==> config.mk <==
export PLATFORM = sky130hd
export DESIGN_NAME = mem_multiport_sync
export DESIGN_NICKNAME = d
export VERILOG_FILES = /design/src/rtl/mem_multiport_sync.sv
export SDC_FILE = /design/constraint.sdc
export NUM_CORES = 2
export LEC_CHECK = 0
export ABC_AREA = 0
export BUFFER_PORTS_ARGS = -buffer_cell sky130_fd_sc_hd__buf_2
export CORE_UTILIZATION = 48
export CTS_CLUSTER_DIAMETER = 60
export DETAILED_ROUTE_END_ITERATION = 12
export PLACE_DENSITY = 0.67
export SLEW_MARGIN = 10
export SYNTH_ARGS = -nofsm -noshare
export SYNTH_HDL_FRONTEND = slang
export SYNTH_SLANG_ARGS = --single-unit
==> constraint.sdc <==
create_clock -name CLK -period 3.55 [get_ports CLK]
set_input_delay 0.355 -clock CLK [delete_from_list [all_inputs] [get_ports CLK]]
set_output_delay 0.355 -clock CLK [all_outputs]
set_load 0.02 [all_outputs]
==> src/rtl/mem_multiport_sync.sv <==
// Multi-port synchronous RAM with byte-lane writes, highest-port-wins collisions,
// selectable read-during-write behaviour, optional output register and post-reset zero sweep.
module mem_multiport_sync #(
  parameter int unsigned WIDTH       = 8,
  parameter int unsigned ABITS       = 8,
  parameter int unsigned NWR         = 2,
  parameter int unsigned NRD         = 2,
  parameter int unsigned BEW         = 8,
  parameter int unsigned TRANSPARENT = 0,
  parameter int unsigned OUT_REG     = 0,
  parameter int unsigned INIT_CLEAR  = 1
) (
  input  logic                           CLK,
  input  logic                           RST_N,
  input  logic [NWR*(WIDTH/BEW)-1:0]     WR_WEN,
  input  logic [NWR*ABITS-1:0]           WR_ADDR,
  input  logic [NWR*WIDTH-1:0]           WR_DATA,
  input  logic [NRD-1:0]                 RD_EN,
  input  logic [NRD*ABITS-1:0]           RD_ADDR,
  output logic [NRD*WIDTH-1:0]           RD_DATA,
  output logic [NRD-1:0]                 RD_VALID,
  output logic                           INIT_BUSY
);

  localparam int unsigned NBE   = WIDTH / BEW;
  localparam int unsigned DEPTH = 2 ** ABITS;

  typedef enum logic [0:0] {StClear, StRun} state_e;

  state_e             state_q, state_d;
  logic [ABITS:0]     cnt_q, cnt_d;
  logic [WIDTH-1:0]   mem [DEPTH];
  logic               run, clearing;
  logic [NRD*WIDTH-1:0] rd_word;
  logic [NRD*WIDTH-1:0] s1_data, out_data;
  logic [NRD-1:0]       s1_valid, out_valid;

  // State register
  always_ff @(posedge CLK) begin
    if (!RST_N) begin
      state_q <= (INIT_CLEAR != 0) ? StClear : StRun;
      cnt_q   <= '0;
    end else begin
      state_q <= state_d;
      cnt_q   <= cnt_d;
    end
  end

  // Next-state: sweep one address per cycle, leave after the last one
  always_comb begin
    state_d = state_q;
    cnt_d   = cnt_q;
    if (state_q == StClear) begin
      cnt_d = cnt_q + 1'b1;
      if (cnt_q == (ABITS+1)'(DEPTH - 1)) begin
        state_d = StRun;
      end
    end
  end

  // Outputs of the controller
  always_comb begin
    run       = RST_N && (state_q == StRun);
    clearing  = RST_N && (state_q == StClear);
    INIT_BUSY = RST_N ? (state_q == StClear) : (INIT_CLEAR != 0);
  end

  // Later ports overwrite earlier ones in the same slot, so the highest port wins
  always_ff @(posedge CLK) begin
    if (clearing) begin
      mem[cnt_q[ABITS-1:0]] <= '0;
    end else if (run) begin
      for (int unsigned p = 0; p < NWR; p++) begin
        for (int unsigned b = 0; b < NBE; b++) begin
          if (WR_WEN[p*NBE + b]) begin
            mem[WR_ADDR[p*ABITS +: ABITS]][b*BEW +: BEW] <= WR_DATA[p*WIDTH + b*BEW +: BEW];
          end
        end
      end
    end
  end

  // Read mux with optional per-lane forwarding of this cycle's merged writes
  always_comb begin
    rd_word = '0;
    for (int unsigned r = 0; r < NRD; r++) begin
      rd_word[r*WIDTH +: WIDTH] = mem[RD_ADDR[r*ABITS +: ABITS]];
      if (TRANSPARENT != 0) begin
        for (int unsigned p = 0; p < NWR; p++) begin
          for (int unsigned b = 0; b < NBE; b++) begin
            if (WR_WEN[p*NBE + b] &&
                (WR_ADDR[p*ABITS +: ABITS] == RD_ADDR[r*ABITS +: ABITS])) begin
              rd_word[r*WIDTH + b*BEW +: BEW] = WR_DATA[p*WIDTH + b*BEW +: BEW];
            end
          end
        end
      end
    end
  end

  always_ff @(posedge CLK) begin
    if (!RST_N) begin
      s1_data  <= '0;
      s1_valid <= '0;
    end else begin
      for (int unsigned r = 0; r < NRD; r++) begin
        s1_valid[r] <= run && RD_EN[r];
        if (run && RD_EN[r]) begin
          s1_data[r*WIDTH +: WIDTH] <= rd_word[r*WIDTH +: WIDTH];
        end
      end
    end
  end

  if (OUT_REG != 0) begin : g_out_reg
    always_ff @(posedge CLK) begin
      if (!RST_N) begin
        out_data  <= '0;
        out_valid <= '0;
      end else begin
        out_valid <= s1_valid;
        for (int unsigned r = 0; r < NRD; r++) begin
          if (s1_valid[r]) begin
            out_data[r*WIDTH +: WIDTH] <= s1_data[r*WIDTH +: WIDTH];
          end
        end
      end
    end
  end else begin : g_no_out_reg
    assign out_data  = s1_data;
    assign out_valid = s1_valid;
  end

  // Results in flight when reset falls never reach the consumer
  assign RD_DATA  = RST_N ? out_data : '0;
  assign RD_VALID = RST_N ? out_valid : '0;

endmodule

[Word level (Yosys, flattened, before mapping)]
Memory sizes are Yosys's and may differ from the RTL's. A register that Yosys moved wholly into a read port is not among the register bits.
Cells that the tools add are included.
Word-level totals
  bits in registers: 12
  RAM bits: 2048
  input port bits: 54
  output and inout bits: 19
  word-level logic and storage cells: 32
  memories: 1
Memories
  mem: depth 256, width 8, read ports 2, clocked after memory_dff 2, wr ports 2, RTL line 32  | logic [WIDTH-1:0] mem [DEPTH];
Operators by class
  $add $sub $neg: 1
  equal/unequal tests: 1
  mux-type cells: 18
  bitwise gates (word level): 1
  reduce and logical (&&, ||, !) cells: 7
Operators by type and width (number)
  16-bit two-way mux: 1
  8-bit two-way mux: 2
  1-bit two-way mux: 14
  9-bit by 1-bit adder with 9-bit output, second input constant: 1
  9-bit by 8-bit == test with 1-bit output, second input constant: 1
  8-bit OR reduction: 1
  1-bit logical AND: 4
  1-bit logical NOT: 2
  2-bit two-way mux: 1
  1-bit NOT: 1

[Longest topological paths before layout]
  depth in word-level cells: 6
  mapped depth: 13
  mapped depth without buffers: 7

[Worst setup path before layout]
OpenSTA, ideal clock, no wires.
  path type: in2reg
  start: input port RST_N
  end: memory mem[192][0] (enable)
  setup time: 0.376 ns
  arrival: 2.479 ns
  required time: 3.174 ns
  slack: 0.695 ns
  stages on the path: 10
  buffers on the path: 5
  path through: clkbuf_1 > and3_1 > clkbuf_1 > buf_2 > buf_1 > nand3_1 > o21ai_0 > nand2_1 > clkbuf_1 > o22ai_1
RTL lines
  start, declared: RTL line 14  | input logic RST_N,
  end, declared: RTL line 32

==> impl_metrics.tcl <==
set metrics [dict create \
    synth_fa_ha_area_share_pct 0.0208 \
    critical_path_cell_count 7 \
    grt_pass1_wl_mm 684 \
    pwr-share-comb_pct 7.7 \
    clk_latency_ns 0.94 \
    wirelength_mm 485 \
    syn-num-nets 10556 \
    die_x_um 503 \
    synth_top_area_share_pct 51.0 \
    hold_viol_final 0 \
    htree_levels 4 \
    setup_tns_ns 0 \
    numClockSinks 2076 \
    cp-start-kind "flip-flop" \
    max_slew.worst_pin.slew_ns 1.35 \
    syn_to_final_growth_pct 14.3 \
    port-buffer-count 72 \
    critPathArrivalTime_ns 4.18 \
    cts_buffer_depth 3 \
    overflow 0 \
    endpoint_kind "flip-flop" \
    vias 98428 \
    holdCritPathClass "primary input to flip-flop" \
    max-slew-margin-rel_pct 9.87 \
    drive_gt1_share_pct 22.9 \
    cts-root-buf "clkbuf_16" \
    final_cell_area_um2 138000 \
    syn_area_um2 121000 \
    cts_buffers 229 \
    grt_max_degree 93 \
    place_congestion 1.01 \
    ys_seq_area_share_pct 51.5 \
    leakage_nw 41.6 \
    synthArstFlopShare_pct 0 \
    syn_inst 10500 \
    grt_pass1_vias 92282 \
    synth-compound-area-share_pct 13.5 \
    path_cells "mux4_2, a22oi_1, nand2_1, a311oi_1, a21oi_1, nor4_1, a211oi_1" \
    muxShareOfSynthArea_pct 20.8 \
    setup_viol 0 \
    p_int_w 0.0418 \
    gr-usage-all-layers_pct 38.0 \
    post_synth_and_or_nand_nor_area_fraction_pct 9.52 \
    hold_depth 3 \
    period_share_pct 96.6 \
    fmax_ghz 0.292 \
    p_clk_share_pct 44.4 \
    antenna_found_initial 43 \
    reg2reg_depth 7 \
    syn_avg_cell_area_um2 11.5 \
    worstSetupPathType "flip-flop to flip-flop" \
    die_h_um 503 \
    synth-edff-count 2048 \
    fin_crit_ns 3.43 \
    netlist_top_cells_area "edfxtp_1 51%, mux4_2 17%, o21ai_0 8.6%" \
    clk_pin_slew_worst_paths_ns 0.06 \
    synth_common_cells "2,275 x nand2_1, 2,080 x o21ai_0, 2,048 x edfxtp_1, 958 x clkbuf_1, 910 x mux4_2" \
    worstHoldStart "WR_DATA[0]" \
    max_cap_viol_count 0 \
    synth_top_cell_by_area "edfxtp_1" \
    cts_tree "done" \
    rsz0062_at_grt "no" \
    drt.antenna.violating_nets 0 \
    postCtsSetupBuffers 0 \
    status "finished clean" \
    synth_seq_cells 2076 \
    critPathTopFamily "simple AND/OR/NAND/NOR gates" \
    yosysMostFrequentCell "nand2_1" \
    rr_startpoint "mem[87][7]" \
    swShare_pct 24.5 \
    core-area_um2 249000 \
    cp.required_ns 4.30 \
    start_util_pct 48.4 \
    powerDensity_nw_per_um2 402 \
    seqPwrFrac_pct 48.0 \
    layout.nets 10752 \
    peakVddDrop_mv 0.532 \
    placed_area_um2 130000 \
    worst-path-max-fanout 2 \
    synth_top_family_by_area "multiplexers" \
    startpoint "mem[87][7]" \
    cp_slowest_cell "nor4_1" \
    n_fill_cell 20491 \
    wl_per_cell_um 34.1 \
    path_buf_inv 0 \
    final.setup_skew_ns 0.0555 \
    synth-xor-area-share_pct 0.0436 \
    slowest_delay_ns 1.07 \
    via_per_inst 6.91 \
    dieArea_um2 253000 \
    synth-main-ff-cell "edfxtp_1" \
    firstDrtPassIters 7 \
    yosysWarnings 0 \
    io_pins 73 \
    final_max_slew_viol_count 0 \
    synth_cell_types 63 \
    drtIter0Drc 16490 \
    p_sw_w 0.0136 \
    remaining_drc_errors 0 \
    dpl.hpwl_mm 331 \
    num_rows 183 \
]
-- sequential cells by signal, summed over array words and instances, names as in the netlist --
register,cells
mem,2048
out_valid,2
cnt_q,9
state_q,1
out_data,16
-- tightest hold or removal path: cells and delay by family --
kind            cells  cell delay (ns)
simple gates        1             0.18
compound gates      1             0.21
buf+inv             1             0.10
-- timing repair --
action                                  CTS  global route
endpoints found under the setup margin    0             1
hold endpoints to repair                 15             0
hold buffers                              4             0
resized for setup                         0             1
-- routing by layer --
| metal | part of all wire [%] | GRT usage [%] |
|---|---|---|
| met1 | 34 | 49.1 |
| met5 | 0.027 | 0 |
| met3 | 14 | 10.6 |
| met2 | 44 | 56.3 |
| met4 | 7.8 | 24.7 |
-- power by group through the flow --
stage | Combinational, W | Sequential, W | Clock, W
after detailed placement | 0.00404 | 0.0271 | 0
final | 0.00424 | 0.0265 | 0.0245
after global routing | 0.00423 | 0.0265 | 0.0254
after floorplan | 0.00227 | 0.0271 | 0
after CTS | 0.00405 | 0.0265 | 0.0245
after global placement | 0.00402 | 0.0271 | 0
-- per-stage QoR --
step	utilization [%]	hold WS (ns)	std cells	power, W	setup WS, ns
finish	55.3	0.0424	14252	0.0553	0.122
floorplan	-	0.511	10500	0.0293	0.695
CTS	55.2	0.00599	14227	0.0551	0.0423
global route	55.3	0.0340	14241	0.0562	0.0868
detailed placement	52.2	0.564	13791	0.0311	-0.869
global placement	52.2	0.537	13791	0.0311	-0.829
-- cell usage in the layout, fill, tap and decap left out, types with 9 or more instances in the layout --
master	synthesis	layout
buf_12	3	139
a311oi_1	11	9
nand2_1	2275	2252
o31ai_1	22	22
a22oi_1	26	26
dfxtp_1	28	28
buf_4	58	973
o21ai_0	2080	2080
nand3b_1	14	14
inv_6	0	10
diode_2	0	25
a21oi_1	123	123
bufinv_16	0	25
nor2b_1	21	21
a31oi_1	16	16
buf_2	91	55
o221ai_1	195	195
clkbuf_16	0	233
buf_8	2	12
a211oi_1	26	26
nand3_1	70	69
mux2i_1	440	440
nor4_1	24	22
nor2_1	308	308
edfxtp_1	2048	2048
mux4_2	910	910
nand2b_1	13	11
and2_1	32	32
clkinvlp_4	0	11
nand2_4	0	10
and3_1	19	18
clkinv_2	0	60
nor3_1	87	85
nand2_2	0	13
clkbuf_1	958	30
clkinv_1	3	51
a211o_1	11	11
o22ai_1	376	376
-- final timing paths --
| kind | to | slack, ns |
|---|---|---|
| setup / recovery | out_data[7] | 0.12 |
| hold / removal | mem[23][0] | 0.04 |
| setup reg to reg | out_data[7] | 0.12 |
| hold reg to reg | cnt_q[6] | 0.58 |
-- layout make-up --
cell class / count / area, µm² / area share, %
clock inverters: 168 / 1650 / 1.20
inverters: 13 / 63.8 / 0.0463
multi-input cells: 7191 / 53100 / 38.6
flip-flops and latches: 2076 / 62100 / 45.1
well taps: 3330 / 4170 / 3.03
repair buffers: 1185 / 10600 / 7.70
diodes: 25 / 62.6 / 0.0454
clock buffers: 264 / 5960 / 4.33
-- logic make-up (layout without fill, tap and decap cells) --
family | count (synthesis) | in the layout
other | 0 | 25
AND/OR/NAND/NOR | 2891 | 2891
AO/OA/AOI/OAI | 2930 | 2930
multiplexers | 1362 | 1362
flip-flops | 2076 | 2076
adder cells (fa/ha/maj) | 2 | 2
XOR/XNOR | 6 | 6
buffers and inverters | 1233 | 1630
Note: power is estimated with default switching activity, not from simulation.
